==> src/rtl/spi_cmd_parser_pkg.sv <==
// Shared definitions for the SPI command path: parser state encoding, header layout
// and error-counter width, also used by the SPI response framer.
package spi_cmd_parser_pkg;

  typedef enum logic [1:0] {
    ST_IDLE    = 2'd0,
    ST_DATA    = 2'd1,
    ST_ISSUE   = 2'd2,
    ST_DISCARD = 2'd3
  } state_e;

  localparam int RW_BIT    = 7;
  localparam int ERR_CNT_W = 8;

  function automatic logic [ERR_CNT_W-1:0] sat_inc(input logic [ERR_CNT_W-1:0] v);
    return (&v) ? v : v + 1'b1;
  endfunction

endpackage

==> src/rtl/spi_cmd_parser.sv <==
// Decodes AXI-Stream byte frames from the SPI receiver into one register command each;
// malformed frames are dropped, flagged with a one-cycle pulse and counted.
module spi_cmd_parser
  import spi_cmd_parser_pkg::*;
#(
  parameter int DATA_BYTES = 4,
  parameter int ADDR_W     = 7
) (
  input  logic                    axi_aclk,
  input  logic                    axi_areset,
  input  logic [7:0]              s_axis_tdata,
  input  logic                    s_axis_tvalid,
  output logic                    s_axis_tready,
  input  logic                    s_axis_tlast,
  output logic                    cmd_valid,
  input  logic                    cmd_ready,
  output logic                    cmd_write,
  output logic [ADDR_W-1:0]       cmd_addr,
  output logic [8*DATA_BYTES-1:0] cmd_wdata,
  output logic                    err_short,
  output logic                    err_long,
  output logic [ERR_CNT_W-1:0]    err_count
);

  localparam int CNT_W = (DATA_BYTES > 1) ? $clog2(DATA_BYTES) : 1;
  localparam logic [CNT_W-1:0] LAST_CNT = CNT_W'(DATA_BYTES - 1);

  state_e                  state_q, state_d;
  logic [CNT_W-1:0]        cnt_q, cnt_d;
  logic                    tready_q, tready_d;
  logic                    cmd_valid_q, cmd_valid_d;
  logic                    cmd_write_q, cmd_write_d;
  logic [ADDR_W-1:0]       cmd_addr_q, cmd_addr_d;
  logic [8*DATA_BYTES-1:0] cmd_wdata_q, cmd_wdata_d;
  logic                    err_short_q, err_short_d;
  logic                    err_long_q, err_long_d;
  logic [ERR_CNT_W-1:0]    err_count_q, err_count_d;
  logic                    beat;

  always_comb begin
    state_d     = state_q;
    cnt_d       = cnt_q;
    cmd_write_d = cmd_write_q;
    cmd_addr_d  = cmd_addr_q;
    cmd_wdata_d = cmd_wdata_q;
    err_short_d = 1'b0;
    err_long_d  = 1'b0;
    err_count_d = err_count_q;
    beat        = s_axis_tvalid && tready_q;

    case (state_q)
      ST_IDLE: begin
        if (beat) begin
          cmd_write_d = s_axis_tdata[RW_BIT];
          cmd_addr_d  = s_axis_tdata[ADDR_W-1:0];
          cmd_wdata_d = '0;
          cnt_d       = '0;
          if (!s_axis_tdata[RW_BIT]) begin
            if (s_axis_tlast) begin
              state_d = ST_ISSUE;
            end else begin
              state_d    = ST_DISCARD;
              err_long_d = 1'b1;
            end
          end else if (s_axis_tlast) begin
            err_short_d = 1'b1;
          end else begin
            state_d = ST_DATA;
          end
        end
      end
      ST_DATA: begin
        if (beat) begin
          // Little-endian payload: byte cnt lands in lane cnt.
          for (int i = 0; i < DATA_BYTES; i++) begin
            if (cnt_q == CNT_W'(i)) cmd_wdata_d[8*i +: 8] = s_axis_tdata;
          end
          cnt_d = cnt_q + 1'b1;
          if (cnt_q == LAST_CNT) begin
            if (s_axis_tlast) begin
              state_d = ST_ISSUE;
            end else begin
              state_d    = ST_DISCARD;
              err_long_d = 1'b1;
            end
          end else if (s_axis_tlast) begin
            state_d     = ST_IDLE;
            err_short_d = 1'b1;
          end
        end
      end
      ST_DISCARD: begin
        if (beat && s_axis_tlast) state_d = ST_IDLE;
      end
      ST_ISSUE: begin
        if (cmd_ready) state_d = ST_IDLE;
      end
      default: state_d = ST_IDLE;
    endcase

    if (err_short_d || err_long_d) err_count_d = sat_inc(err_count_q);
    // Handshake outputs follow the next state so they stay registered.
    tready_d    = (state_d != ST_ISSUE);
    cmd_valid_d = (state_d == ST_ISSUE);
  end

  always_ff @(posedge axi_aclk) begin
    if (axi_areset) begin
      state_q     <= ST_IDLE;
      cnt_q       <= '0;
      tready_q    <= 1'b0;
      cmd_valid_q <= 1'b0;
      cmd_write_q <= 1'b0;
      cmd_addr_q  <= '0;
      cmd_wdata_q <= '0;
      err_short_q <= 1'b0;
      err_long_q  <= 1'b0;
      err_count_q <= '0;
    end else begin
      state_q     <= state_d;
      cnt_q       <= cnt_d;
      tready_q    <= tready_d;
      cmd_valid_q <= cmd_valid_d;
      cmd_write_q <= cmd_write_d;
      cmd_addr_q  <= cmd_addr_d;
      cmd_wdata_q <= cmd_wdata_d;
      err_short_q <= err_short_d;
      err_long_q  <= err_long_d;
      err_count_q <= err_count_d;
    end
  end

  assign s_axis_tready = tready_q;
  assign cmd_valid     = cmd_valid_q;
  assign cmd_write     = cmd_write_q;
  assign cmd_addr      = cmd_addr_q;
  assign cmd_wdata     = cmd_wdata_q;
  assign err_short     = err_short_q;
  assign err_long      = err_long_q;
  assign err_count     = err_count_q;

endmodule

==> config.mk <==
export PLATFORM = sky130hd
export DESIGN_NAME = spi_cmd_parser
export DESIGN_NICKNAME = d
export VERILOG_FILES = /design/src/rtl/spi_cmd_parser_pkg.sv /design/src/rtl/spi_cmd_parser.sv
export SDC_FILE = /design/constraint.sdc
export NUM_CORES = 1
export LEC_CHECK = 0
export ABC_AREA = 1
export BUFFER_PORTS_ARGS = -buffer_cell sky130_fd_sc_hd__buf_2
export CAP_MARGIN = 20
export CORE_MARGIN = 2
export CORE_UTILIZATION = 50
export DETAILED_ROUTE_END_ITERATION = 8
export HOLD_SLACK_MARGIN = 0.03
export PLACE_DENSITY_LB_ADDON = 0.15
export RECOVER_POWER = 100
export SKIP_CTS_REPAIR_TIMING = 1
export SLEW_MARGIN = 0
export SYNTH_ARGS = -nofsm -noshare
export SYNTH_HDL_FRONTEND = slang
export SYNTH_SLANG_ARGS = --single-unit
==> constraint.sdc <==
create_clock -name axi_aclk -period 3.8 [get_ports axi_aclk]
set_input_delay 0.19 -clock axi_aclk [delete_from_list [all_inputs] [get_ports axi_aclk]]
set_output_delay 0.19 -clock axi_aclk [all_outputs]
set_load 0.02 [all_outputs]
==> flow_summary.ini, run 1 <==
[logic_synthesis]
avgSynthCellArea_um2 = 7.82
syn_inst = 290
synth-seq-cells = 56
synth_area_um2 = 2270
synth_commonest_cells = nor2_1, dfxtp_1, o21ai_0
synthMostInstantiatedCell = nor2_1
ys_seq_area_frac = 0.494
yosys.area.top_type = dfxtp_1
synth.distinct_cells = 22
synthArstFlopShare = 0
ys.flop_type = dfxtp_1
synth_largest_type_area_fraction = 0.494
synthTopCellsByArea = dfxtp_1, nor2_1, o21ai_0
yosys_warnings = 0
synth_edf_count = 0
synth_nets = 309

[finish]
drive_gt1_frac = 0.0712
finish.utilization = 0.596
multi_input_area_um2 = 975
fin_nets = 369
seq_area_um2 = 1120
fillers = 428
syn2layout_area_growth_pct = 14.5
antenna_cells = 0

[critical_path]
reg2reg_from = cnt_q[1]$_SDFFE_PP0P_
r2r_end = err_count[3]$_SDFFE_PP0P_
r2r_cells = 8
crit_arrival_ns = 2.34
crit_type = reg -> reg
start_kind = register
crit_fanout = 13
critPathCaptureType = register
worstPathRequired_ns = 3.96
r2r_setup_slack_ns = 1.62

[detailed_routing]
avgRoutedWirePerCell_um = 12.7
drtIter0Drc = 94
ant_nets = 0
wirelength_mm = 5.13
via_count = 2023
drtPass1Iterations = 4
drc_errors = 0
vias_per_cell = 5.02

[flow_run]
max-cap-violations = 0

[grt]
antenna_found_initial = 0
groute.usage.overall = 0.203
grt_pass1_vias = 1812
grt_start_max_net_pins = 39
grt_pass1_wl_mm = 8.22
overflow = 0

[timing]
finalCriticalPeriod_ns = 2.18
finalSetupViolations = 0
drv_slew = 0
fin_hold_ws_ns = 0.120
setup_tns_ns = 0
hold_viol = 0
relSlewSlack = 0.414
final.period_utilization = 0.574
tightest_slew_ns = 0.877
skew_ns = 0.00913
rsz0062_at_grt = no
fmax_mhz = 458

[cts]
clockBufferDepth = 2
cts.htree.levels = 2
clkLatencyLatePin_ns = 0.31
path_clk_slew_ns = 0.10
cts_sinks = 56
root_buffer = clkbuf_8
cts_tree = built
cts_buffers = 5

[placement]
gp_congestion = 0.851
port_buffers = 64
dp_hpwl_mm = 3.72

[floorplanning]
start_util = 0.521
die_w_um = 71.3
ios = 65
coreArea_um2 = 4350
die_area_um2 = 5090
die_height_um = 71.3
rows = 24

[min_path]
min_path_cells = 3
whs_endpoint = cmd_addr[3]$_SDFFE_PP0P_
worstHoldStart = s_axis_tdata[3]
hold_path.class = in -> reg

[power_and_ir_drop]
p_leak_nw = 1.09
power.density_nw_per_um2 = 438
irDropWorstVdd_mv = 0.297

[outcome]
status = finished, final reports clean
cell usage in the layout, fill, tap and decap left out:
cell,Yosys,layout
inv_2,3,1
nand3b_1,2,2
nor3_4,1,1
xor2_1,3,3
nand2_1,37,39
o21ai_0,39,39
nor2_1,59,59
o21ai_2,3,3
a21oi_1,31,31
inv_6,0,1
clkbuf_8,0,5
nand3_1,12,13
a211oi_1,2,2
clkbuf_1,3,53
dfxtp_1,56,56
clkinv_2,0,1
buf_2,5,11
clkinv_4,0,1
nand3_4,1,1
ha_1,6,6
inv_1,21,23
logic make-up (layout without fill, tap and decap cells):
family | after synthesis | in the layout | synth area share
AOI/OAI and AO/OA | 75 | 75 | 0.173
and+or+nand+nor | 115 | 115 | 0.221
buffers and inverters | 35 | 96 | 0.0668
adders and majority gates | 6 | 6 | 0.0331
DFF | 56 | 56 | 0.494
xor gates and xnor gates | 3 | 3 | 0.0116
area by class of cell:
type | count | area share
flip-flops and latches | 56 | 0.432
inverters | 24 | 0.0347
multi-input cells | 199 | 0.375
clock inverters | 3 | 0.00867
well taps | 52 | 0.0251
clock buffers | 5 | 0.0265
repair buffers | 64 | 0.0978
flip-flops by register name (all words and copies together) (netlist names):
signal	count
cmd_addr	7
cmd_valid	1
cmd_wdata	32
cmd_write	1
cnt_q	2
err_count	8
err_long	1
err_short	1
s_axis_tready	1
state_q	2
critical path, cell delays in order, from the launching register on:
cell	delay [ns]
dfxtp_1	0.42
ha_1	0.20
nor2_1	0.05
nor2_1	0.53
nand2_1	0.15
nand2_1	0.29
nand2_1	0.23
nand2_1	0.10
a21oi_1	0.07
stage by stage:
stage / setup slack, ns / std cells / power [mW] / cell area [um^2]
floorplan: 2.27 / 290 / 0.775 / 2270
global placement: 1.97 / 395 / 0.830 / 2590
detailed placement: 1.89 / 395 / 0.832 / 2590
CTS: 1.87 / 403 / 1.16 / 2680
global route: 1.35 / 403 / 1.19 / 2600
finish: 1.62 / 403 / 1.14 / 2600
how the worst max path moves through the flow:
| stage | to | slack [ns] | start |
|---|---|---|---|
| floorplan | err_count[7]$_SDFFE_PP0P_ | 2.27 | err_count[0]$_SDFFE_PP0P_ |
| global placement | err_count[4]$_SDFFE_PP0P_ | 1.97 | cnt_q[1]$_SDFFE_PP0P_ |
| detailed placement | err_count[3]$_SDFFE_PP0P_ | 1.89 | cnt_q[1]$_SDFFE_PP0P_ |
| CTS | err_count[3]$_SDFFE_PP0P_ | 1.87 | cnt_q[1]$_SDFFE_PP0P_ |
| global route | err_count[0]$_SDFFE_PP0P_ | 1.35 | cnt_q[1]$_SDFFE_PP0P_ |
| finish | err_count[3]$_SDFFE_PP0P_ | 1.62 | cnt_q[1]$_SDFFE_PP0P_ |
routing by layer:
| metal | share of wire | vias to the layer above | GRT usage | routed length [um] |
|---|---|---|---|---|
| met5 | 0 | - | 0 | 0 |
| met4 | 0.010 | 0 | 0.0566 | 52 |
| met3 | 0.055 | 6 | 0.0577 | 280 |
| met1 | 0.47 | 917 | 0.266 | 2430 |
| met2 | 0.46 | 46 | 0.328 | 2370 |
| li1 | - | 1054 | - | - |
where the power goes:
group          switching (mW)  internal, mW
Combinational           0.123        0.0444
Sequential             0.0191         0.622
Clock                   0.196         0.132
No activity file was read; power rests on OpenSTA's default activity.
==> run 2, diff against run 1 <==
Settings changed: CORE_UTILIZATION 50 to 46.
Clock period 3.8 ns to 1.88 ns, I/O delays scaled along.
==> run 2 against run 1 <==
Flip-flop and latch count is the same. Largest power group unchanged. Global-route usage shrank 0.67 points. First-iteration DRC count shrank 19%. Clock power grew to 3.2 times the previous value. Clock-buffer cell count is the same. Total power grew 140%. Sequential power grew 100%.
==> flow_summary.ini, run 2 (same netlist as run 1, synthesis figures left out) <==
[timing]
tightest_slew_ns = 0.500
final.period_utilization = 0.837
finalCriticalPeriod_ns = 1.57
fmax_mhz = 635
finalSetupViolations = 0
rsz0062_at_grt = no
drv_slew = 0
setup_tns_ns = 0
skew_ns = 0.00989
relSlewSlack = 0.666
hold_viol = 0

[floorplanning]
rows = 25
ios = 65
die_height_um = 74.2
die_area_um2 = 5510
start_util = 0.480
coreArea_um2 = 4720
die_w_um = 74.2

[critical_path]
crit_arrival_ns = 1.77
critPathCaptureType = register
crit_type = reg -> reg
crit_fanout = 10
worstPathRequired_ns = 2.08
start_kind = register

[detailed_routing]
vias_per_cell = 4.83
wirelength_mm = 5.14
drtIter0Drc = 76
drtPass1Iterations = 4
ant_nets = 0
drc_errors = 0
avgRoutedWirePerCell_um = 12.2
via_count = 2040

[grt]
overflow = 0
grt_pass1_vias = 1809
groute.usage.overall = 0.196
grt_pass1_wl_mm = 8.27
antenna_found_initial = 0
grt_start_max_net_pins = 29

[finish]
final_cell_mix = nor2_1, dfxtp_1, clkbuf_1, o21ai_0, nand2_1
fin_nets = 373
finish.utilization = 0.578
largest_reg_flops = 32
drive_gt1_frac = 0.0873
fillers = 468
syn2layout_area_growth_pct = 20.4
fin_cells = 422
antenna_cells = 0
final_common_cell = nor2_1

[power_and_ir_drop]
internal_power_mw = 2.02
irDropWorstVdd_mv = 0.531
p_total_mw = 2.70
power_frac_seq = 0.480
p_sw_frac = 0.251
pwr-share-comb = 0.129
switchingPower_uw = 678
p_leak_nw = 1.15
clkPwrFrac = 0.391
power.density_nw_per_um2 = 989

[placement]
port_buffers = 64
dp_hpwl_mm = 3.82
place_inst = 414
gp_congestion = 0.758

[cts]
clkLatencyLatePin_ns = 0.31
clockBufferDepth = 2
path_clk_slew_ns = 0.09
cts_sinks = 56
cts_buffers = 5
cts.htree.levels = 2
cts_tree = built
root_buffer = clkbuf_8

[min_path]
hold_path.class = in -> reg

[outcome]
status = finished, final reports clean

[flow_run]
max-cap-violations = 0
==> run 2: layer usage <==
metal  share of wire  global-route usage
met5               0                   0
met4           0.013              0.0586
met3           0.047              0.0501
met2            0.45               0.306
met1            0.49               0.268
==> run 2: final cells by class <==
class	count	area (um^2)	area share
tap	67	83.8	0.0307
multi-input combinational	199	982	0.360
timing repair buffer	68	294	0.108
sequential	56	1120	0.411
inverter	24	90.1	0.0330
clock buffer	5	68.8	0.0252
clock inverter	3	90.1	0.0330
==> run 2: power by group through the flow <==
| stage | clock network [mW] | registers [mW] | logic [mW] |
|---|---|---|---|
| floorplan | 0 | 1.40 | 0.166 |
| global placement | 0 | 1.32 | 0.370 |
| detailed placement | 0 | 1.32 | 0.374 |
| CTS | 1.07 | 1.29 | 0.375 |
| global route | 1.11 | 1.30 | 0.392 |
| finish | 1.05 | 1.29 | 0.349 |
==> run 2: worst paths after layout <==
path	start	endpoint	slack, ns	cells after the start
worst max-delay path	cnt_q[1]$_SDFFE_PP0P_	err_count[4]$_SDFFE_PP0P_	0.31	8
worst min-delay path	s_axis_tdata[3]	cmd_addr[3]$_SDFFE_PP0P_	0.04	3
worst max register to register	cnt_q[1]$_SDFFE_PP0P_	err_count[4]$_SDFFE_PP0P_	0.31	8
worst min register to register	cmd_wdata[26]$_SDFFE_PP0P_	cmd_wdata[26]$_SDFFE_PP0P_	0.48	2
==> run 2: critical path: stages, from the launching register on <==
cell and delay [ns]:
dfxtp_1 0.41, ha_1 0.19, nor2_1 0.05, nor2_1 0.16
nand2_1 0.09, nand2_1 0.29, nand2_4 0.13, nand2_1 0.09
a21oi_1 0.06
==> run 2: per-stage QoR <==
stage,worst slack (ns),hold WS (ns),instance area (um^2)
floorplan,0.354,0.229,2270
global placement,0.435,0.353,2650
detailed placement,0.377,0.343,2650
CTS,0.327,0.0317,2810
global route,0.102,0.0431,2730
finish,0.306,0.0359,2730
